--- src/rtl/branch_resolve_pipe_pkg.sv ---
// Shared encodings for the branch resolution pipeline: op kinds, branch
// conditions and the target alignment masks.
package branch_resolve_pipe_pkg;

   localparam logic [1:0] KIND_BRANCH = 2'b00;
   localparam logic [1:0] KIND_JAL    = 2'b01;
   localparam logic [1:0] KIND_JALR   = 2'b10;
   localparam logic [1:0] KIND_RSVD   = 2'b11;

   localparam logic [2:0] F3_BEQ   = 3'b000;
   localparam logic [2:0] F3_BNE   = 3'b001;
   localparam logic [2:0] F3_RSVD2 = 3'b010;
   localparam logic [2:0] F3_RSVD3 = 3'b011;
   localparam logic [2:0] F3_BLT   = 3'b100;
   localparam logic [2:0] F3_BGE   = 3'b101;
   localparam logic [2:0] F3_BLTU  = 3'b110;
   localparam logic [2:0] F3_BGEU  = 3'b111;

   // Bits of target[1:0] that must be zero for a taken transfer.
   localparam logic [1:0] ALIGN_MASK_W4 = 2'b10;
   localparam logic [1:0] ALIGN_MASK_C  = 2'b00;

   function automatic logic isReservedF3(input logic [2:0] funct3);
      return (funct3 == F3_RSVD2) || (funct3 == F3_RSVD3);
   endfunction

endpackage

--- src/rtl/branch_resolve_pipe_cmp.sv ---
// Combinational operand comparator: equality plus signed or unsigned
// less-than, selected by brUn.
module branch_cmp_core #(
   parameter int XLEN = 32
) (
   input  logic [XLEN-1:0] dataA,
   input  logic [XLEN-1:0] dataB,
   input  logic            brUn,
   output logic            brEq,
   output logic            brLt
);

   assign brEq = (dataA == dataB);
   assign brLt = brUn ? (dataA < dataB) : ($signed(dataA) < $signed(dataB));

endmodule

--- src/rtl/branch_resolve_pipe.sv ---
// Pipelined branch/jump resolution unit with valid/ready handshake and a
// saturating misprediction counter. STAGES selects 1- or 2-cycle latency.
module branch_resolve_pipe
   import branch_resolve_pipe_pkg::*;
#(
   parameter int XLEN    = 32,
   parameter int ADDR_W  = 32,
   parameter int STAGES  = 1,
   parameter int CNT_W   = 16,
   parameter int ALLOW_C = 0
) (
   input  logic              clk,
   input  logic              rst,
   input  logic              flush,
   input  logic              in_valid,
   output logic              in_ready,
   input  logic [1:0]        in_kind,
   input  logic [2:0]        in_funct3,
   input  logic [XLEN-1:0]   in_rs1,
   input  logic [XLEN-1:0]   in_rs2,
   input  logic [ADDR_W-1:0] in_pc,
   input  logic [XLEN-1:0]   in_imm,
   input  logic              in_pred_taken,
   output logic              out_valid,
   input  logic              out_ready,
   output logic              out_taken,
   output logic [ADDR_W-1:0] out_target,
   output logic [ADDR_W-1:0] out_link,
   output logic              out_mispredict,
   output logic              out_misalign,
   output logic              out_illegal,
   output logic              out_br_eq,
   output logic              out_br_lt,
   input  logic              cnt_clr,
   output logic [CNT_W-1:0]  mispredict_cnt
);

   localparam logic [1:0] ALIGN_MASK = (ALLOW_C != 0) ? ALIGN_MASK_C : ALIGN_MASK_W4;

   // Handshake: a beat moves when valid && ready on the same rising edge;
   // valid never waits on ready, and a held output stays stable until taken.
   // Flush empties every stage and overrides any simultaneous transfer.
   logic              outAdvance, accept, stageReady;
   logic              cmpEq, cmpLt;
   logic [XLEN-1:0]   jalrSum;
   logic [ADDR_W-1:0] brTarget, jalrTarget, linkAddr;

   logic              s1Valid, s1Eq, s1Lt, s1Pred;
   logic [1:0]        s1Kind;
   logic [2:0]        s1Funct3;
   logic [ADDR_W-1:0] s1BrTarget, s1JalrTarget, s1Link;

   logic              dIllegal, dTaken, dMisalign, dMispredict;
   logic [ADDR_W-1:0] dTarget;
   logic              delivered;

   branch_cmp_core #(.XLEN(XLEN)) uCmp (
      .dataA (in_rs1),
      .dataB (in_rs2),
      .brUn  (in_funct3[1]),
      .brEq  (cmpEq),
      .brLt  (cmpLt)
   );

   assign brTarget   = in_pc + in_imm[ADDR_W-1:0];
   assign jalrSum    = in_rs1 + in_imm;
   assign jalrTarget = {jalrSum[ADDR_W-1:1], 1'b0};
   assign linkAddr   = in_pc + ADDR_W'(4);

   assign outAdvance = !out_valid || out_ready;
   assign accept     = in_valid && in_ready && !flush;
   assign in_ready   = !rst && (flush || stageReady);

   generate
      if (STAGES == 2) begin : gTwoStage
         assign stageReady = !s1Valid || outAdvance;

         always_ff @(posedge clk or posedge rst) begin
            if (rst) begin
               s1Valid      <= 1'b0;
               s1Eq         <= 1'b0;
               s1Lt         <= 1'b0;
               s1Pred       <= 1'b0;
               s1Kind       <= '0;
               s1Funct3     <= '0;
               s1BrTarget   <= '0;
               s1JalrTarget <= '0;
               s1Link       <= '0;
            end else if (flush) begin
               s1Valid <= 1'b0;
            end else if (stageReady) begin
               s1Valid <= accept;
               if (accept) begin
                  s1Eq         <= cmpEq;
                  s1Lt         <= cmpLt;
                  s1Pred       <= in_pred_taken;
                  s1Kind       <= in_kind;
                  s1Funct3     <= in_funct3;
                  s1BrTarget   <= brTarget;
                  s1JalrTarget <= jalrTarget;
                  s1Link       <= linkAddr;
               end
            end
         end
      end else begin : gOneStage
         assign stageReady   = outAdvance;
         assign s1Valid      = accept;
         assign s1Eq         = cmpEq;
         assign s1Lt         = cmpLt;
         assign s1Pred       = in_pred_taken;
         assign s1Kind       = in_kind;
         assign s1Funct3     = in_funct3;
         assign s1BrTarget   = brTarget;
         assign s1JalrTarget = jalrTarget;
         assign s1Link       = linkAddr;
      end
   endgenerate

   always_comb begin
      dIllegal = (s1Kind == KIND_RSVD) || ((s1Kind == KIND_BRANCH) && isReservedF3(s1Funct3));
      dTaken   = 1'b0;
      case (s1Kind)
         KIND_BRANCH: begin
            case (s1Funct3)
               F3_BEQ:  dTaken = s1Eq;
               F3_BNE:  dTaken = !s1Eq;
               F3_BLT:  dTaken = s1Lt;
               F3_BGE:  dTaken = !s1Lt;
               F3_BLTU: dTaken = s1Lt;
               F3_BGEU: dTaken = !s1Lt;
               default: dTaken = 1'b0;
            endcase
         end
         KIND_JAL, KIND_JALR: dTaken = 1'b1;
         default:             dTaken = 1'b0;
      endcase
      if (dIllegal) dTaken = 1'b0;
      dTarget     = (s1Kind == KIND_JALR) ? s1JalrTarget : s1BrTarget;
      dMisalign   = dTaken && ((dTarget[1:0] & ALIGN_MASK) != 2'b00);
      dMispredict = !dIllegal && (dTaken ^ s1Pred);
   end

   // Link is pc+4 for every kind; consumers only use it for JAL/JALR.
   always_ff @(posedge clk or posedge rst) begin
      if (rst) begin
         out_valid      <= 1'b0;
         out_taken      <= 1'b0;
         out_target     <= '0;
         out_link       <= '0;
         out_mispredict <= 1'b0;
         out_misalign   <= 1'b0;
         out_illegal    <= 1'b0;
         out_br_eq      <= 1'b0;
         out_br_lt      <= 1'b0;
      end else if (flush) begin
         out_valid <= 1'b0;
      end else if (outAdvance) begin
         out_valid <= s1Valid;
         if (s1Valid) begin
            out_taken      <= dTaken;
            out_target     <= dTarget;
            out_link       <= s1Link;
            out_mispredict <= dMispredict;
            out_misalign   <= dMisalign;
            out_illegal    <= dIllegal;
            out_br_eq      <= s1Eq;
            out_br_lt      <= s1Lt;
         end
      end
   end

   assign delivered = out_valid && out_ready && !flush;

   always_ff @(posedge clk or posedge rst) begin
      if (rst) begin
         mispredict_cnt <= '0;
      end else if (cnt_clr) begin
         mispredict_cnt <= '0;
      end else if (delivered && out_mispredict && (mispredict_cnt != {CNT_W{1'b1}})) begin
         mispredict_cnt <= mispredict_cnt + CNT_W'(1);
      end
   end

endmodule
--- config.mk ---
export PLATFORM = sky130hd
export DESIGN_NAME = branch_resolve_pipe
export DESIGN_NICKNAME = d
export VERILOG_FILES = /design/src/rtl/branch_resolve_pipe_pkg.sv /design/src/rtl/branch_resolve_pipe_cmp.sv /design/src/rtl/branch_resolve_pipe.sv
export SDC_FILE = /design/constraint.sdc
export NUM_CORES = 1
export LEC_CHECK = 0
export CORE_ASPECT_RATIO = 2
export CORE_UTILIZATION = 50
export DETAILED_ROUTE_END_ITERATION = 8
export GPL_TIMING_DRIVEN = 0
export PLACE_DENSITY = 0.83
export SLEW_MARGIN = 5
export SYNTH_ARGS = -nofsm -noshare
export SYNTH_HDL_FRONTEND = slang
export SYNTH_SLANG_ARGS = --single-unit
--- constraint.sdc ---
create_clock -name clk -period 3.15 [get_ports clk]
set_input_delay 0.63 -clock clk [delete_from_list [all_inputs] [get_ports clk]]
set_output_delay 0.63 -clock clk [all_outputs]
set_load 0.1 [all_outputs]
==> results.json, run 1 <==
{
  "slew_violations": 0,
  "drive_gt1_share_pct": 14.4,
  "worstSetupPathType": "primary input to register",
  "worstSetupStartpointType": "primary input",
  "die_x_um": 92.3,
  "finalHoldViolations": 0,
  "synthCells": 1013,
  "root_buffer": "clkbuf_16",
  "critical_path_arrival_ns": 3.39,
  "io_pins": 228,
  "synth_warnings": 0,
  "grt_start_max_net_pins": 70,
  "peakVddDrop_mv": 0.431,
  "clock_sinks": 87,
  "cts_hold_buf": 0,
  "setup_ws_ns": -0.0204,
  "antenna_found_initial": 1,
  "violations": "negative setup slack",
  "synth_edf_count": 0,
  "yosysSeqAreaShare_pct": 26.7,
  "cts_buffers": 9,
  "power_uw": 5860,
  "ys.flop_type": "dfrtp_1",
  "place_ws_ns": -1.01,
  "place_hpwl_mm": 23.0,
  "hold_path.class": "register to register",
  "relSlewSlack_pct": 24.4,
  "drcViolationCount": 0,
  "tightestPinTransition_ns": 1.13,
  "drt_iter0_markers": 478,
  "fp-row-count": 65,
  "top_regs": "out_link: 32 flops, out_target: 32 flops, mispredict_cnt: 16 flops",
  "multi_input_area_sq_um": 6490,
  "finalSetupViolCount": 1,
  "crit_fanout": 4,
  "initial_core_util_pct": 51.4,
  "drv_cap": 0,
  "port_buffers": 226,
  "period_share_pct": 101,
  "syn_avg_cell_area_sq_um": 8.05,
  "syn_to_final_growth_pct": 47.9,
  "clk_latency_ns": 0.35,
  "die_h_um": 183,
  "routedWlPerCell_um": 20.8,
  "pwr_density_cell_nw_per_um2": 486,
  "ys_ff_latch": 87,
  "cts.clk_slew.worst_paths_ns": 0.06,
  "ys_async_sr_fraction_pct": 100,
  "clock.fmax_mhz": 315,
  "grt-ovfl-total": 0,
  "cts_max_path_buffers": 2,
  "fillers": 1154,
  "r2r_setup_slack_ns": 0.60,
  "grt_pass1_wl_mm": 46.2,
  "cts_tree": "built",
  "synth_cell_types": 71,
  "netlist_area_sq_um": 8150,
  "clock_skew_ns": 0.0129,
  "run_status": "finished with violations",
  "rsz0062_at_grt": "true",
  "coreArea_sq_um": 15900,
  "drtAntennaViolNets": 0,
  "grt_usage_pct": 35.6,
  "dieArea_sq_um": 16900,
  "vias": 9100,
  "syn_nets": 1253,
  "routed_wirelength_mm": 30.9,
  "p_leak_uw": 0.00541,
  "globalplace.congestion": 0.979,
  "fin_nets": 1517,
  "vias_per_cell": 6.13,
  "grt_pass1_vias": 9365,
  "regArea_sq_um": 2180,
  "worstPathRequired_ns": 3.37,
  "cp-end-kind": "register",
  "cts_max_level": 3,
  "period_minus_slack_ns": 3.17,
  "first_pass_iters": 7
}
[final cells by class]
cell class	count	area share, %
antenna	1	0.0207
sequential	87	18.0
buffer	26	0.902
inverter	59	1.86
clock inverter	6	0.373
clock buffer	10	1.98
timing repair buffer	254	20.9
tap	201	2.09
multi-input combinational	840	53.8
[worst max-delay path, stage by stage]
cell	delay [ns]
clkdlybuf4s50_1	0.48
inv_1	0.05
ha_1	0.33
nor3b_4	0.26
o21ai_0	0.15
a21oi_1	0.20
o31ai_2	0.13
a21oi_1	0.23
o21ai_2	0.12
xnor2_2	0.15
a311oi_2	0.36
xor2_1	0.21
o21ai_1	0.08
[repair_timing]
action / in CTS / in global routing
buffers inserted: 20 / 6
endpoints found under the setup margin: 20 / 31
resized for setup: 119 / 118
pin swaps: 46 / 48
[power breakdown]
group	switching, uW	total (uW)	leakage [uW]	internal (uW)
clock network	489	1050	0.000131	560
registers	114	1420	0.00110	1300
logic	2370	3400	0.00418	1030
[kinds of logic after synthesis]
group / share of synthesized area, %
AO/OA/AOI/OAI: 23.7
adder cells (fa/ha/maj): 15.5
AND/OR/NAND/NOR: 19.7
buffers and inverters: 4.01
multiplexers: 0.767
XOR/XNOR: 9.56
flip-flops: 26.7
[layout by cell type, fill, tap and decap left out, types with 9 or more instances in the layout]
cell type        instances
dfrtp_1                 87
clkbuf_16                9
clkdlybuf4s50_1        146
a21oi_2                 10
clkbuf_1                17
nand2b_1                13
dlygate4sd2_1           34
ha_1                    57
nand3_1                 25
buf_4                   27
o21a_1                  13
a21oi_1                 74
nor2_1                  68
o21ai_1                 22
xor2_1                  47
a21o_1                  27
or3_1                    9
xnor2_1                 41
nor3_1                  15
dlymetal6s2s_1          39
ha_4                    38
o21ai_0                 72
nand4_1                 16
inv_1                   41
o21bai_1                 9
inv_2                   16
nand2_1                130
[per-layer routing]
| layer | global-route usage [%] | wire length, um | vias to the layer above |
|---|---|---|---|
| met5 | 0 | 0 | - |
| met4 | 29.3 | 2710 | 0 |
| met3 | 4.75 | 1450 | 188 |
| met2 | 66.9 | 16400 | 462 |
| met1 | 33.3 | 10300 | 4294 |
| li1 | - | - | 4156 |
[metrics by stage]
| step | std cells | util [%] | cell area, sq um | setup TNS [ns] | hold slack, ns |
|---|---|---|---|---|---|
| 6_report | 1484 | 76.1 | 12100 | -0.0204 | 0.476 |
| 5_1_grt | 1484 | 76.1 | 12100 | -0.507 | 0.497 |
| 4_1_cts | 1478 | 73.2 | 11600 | -0.0338 | 0.478 |
| 3_5_place_dp | 1442 | 67.6 | 10700 | -17.42 | 0.462 |
| 3_3_place_gp | 1440 | 67.3 | 10700 | -137.45 | 0.457 |
| 2_1_floorplan | 1013 | - | 8160 | 0 | 0.716 |
[synthesized netlist by cell type (5+ instances only)]
cell type | n | area, sq um
nand2_1 | 133 | 499
ha_1 | 98 | 1230
dfrtp_1 | 87 | 2180
a21oi_1 | 84 | 420
o21ai_0 | 76 | 380
nor2_1 | 73 | 274
inv_1 | 58 | 218
xor2_1 | 47 | 412
xnor2_1 | 42 | 368
a21o_1 | 27 | 203
nand3_1 | 26 | 130
o21ai_1 | 21 | 105
clkbuf_1 | 20 | 75.1
nor3_1 | 18 | 90.1
nand4_1 | 16 | 100
nand2b_1 | 14 | 87.6
o21a_1 | 13 | 97.6
o21bai_1 | 10 | 75.1
or3_1 | 10 | 62.6
a31oi_1 | 9 | 56.3
and3_1 | 9 | 56.3
a211oi_1 | 8 | 60.1
nor2b_1 | 8 | 50.1
and4_1 | 6 | 52.6
nor3b_1 | 6 | 45.0
o211ai_1 | 5 | 37.5
o31ai_1 | 5 | 37.5
[final timing paths]
kind                        startpoint        endpoint  cells past startpoint
setup / recovery            in_rs2[31]  out_mispredict                     13
hold / removal             out_link[0]     out_link[0]                      2
setup reg to reg             out_valid    out_link[27]                      7
hold reg to reg            out_link[0]     out_link[0]                      2
max in group asynchronous          rst  out_target[16]                      3
min in group asynchronous          rst  out_target[24]                      2
(Power assumes the default switching activity.)
==> run 2, diff against run 1 <==
CTS_CLUSTER_SIZE = 25   (was not set)
==> results of run 2 <==
The final DEF is identical to that of run 1; final timing and power are the same.
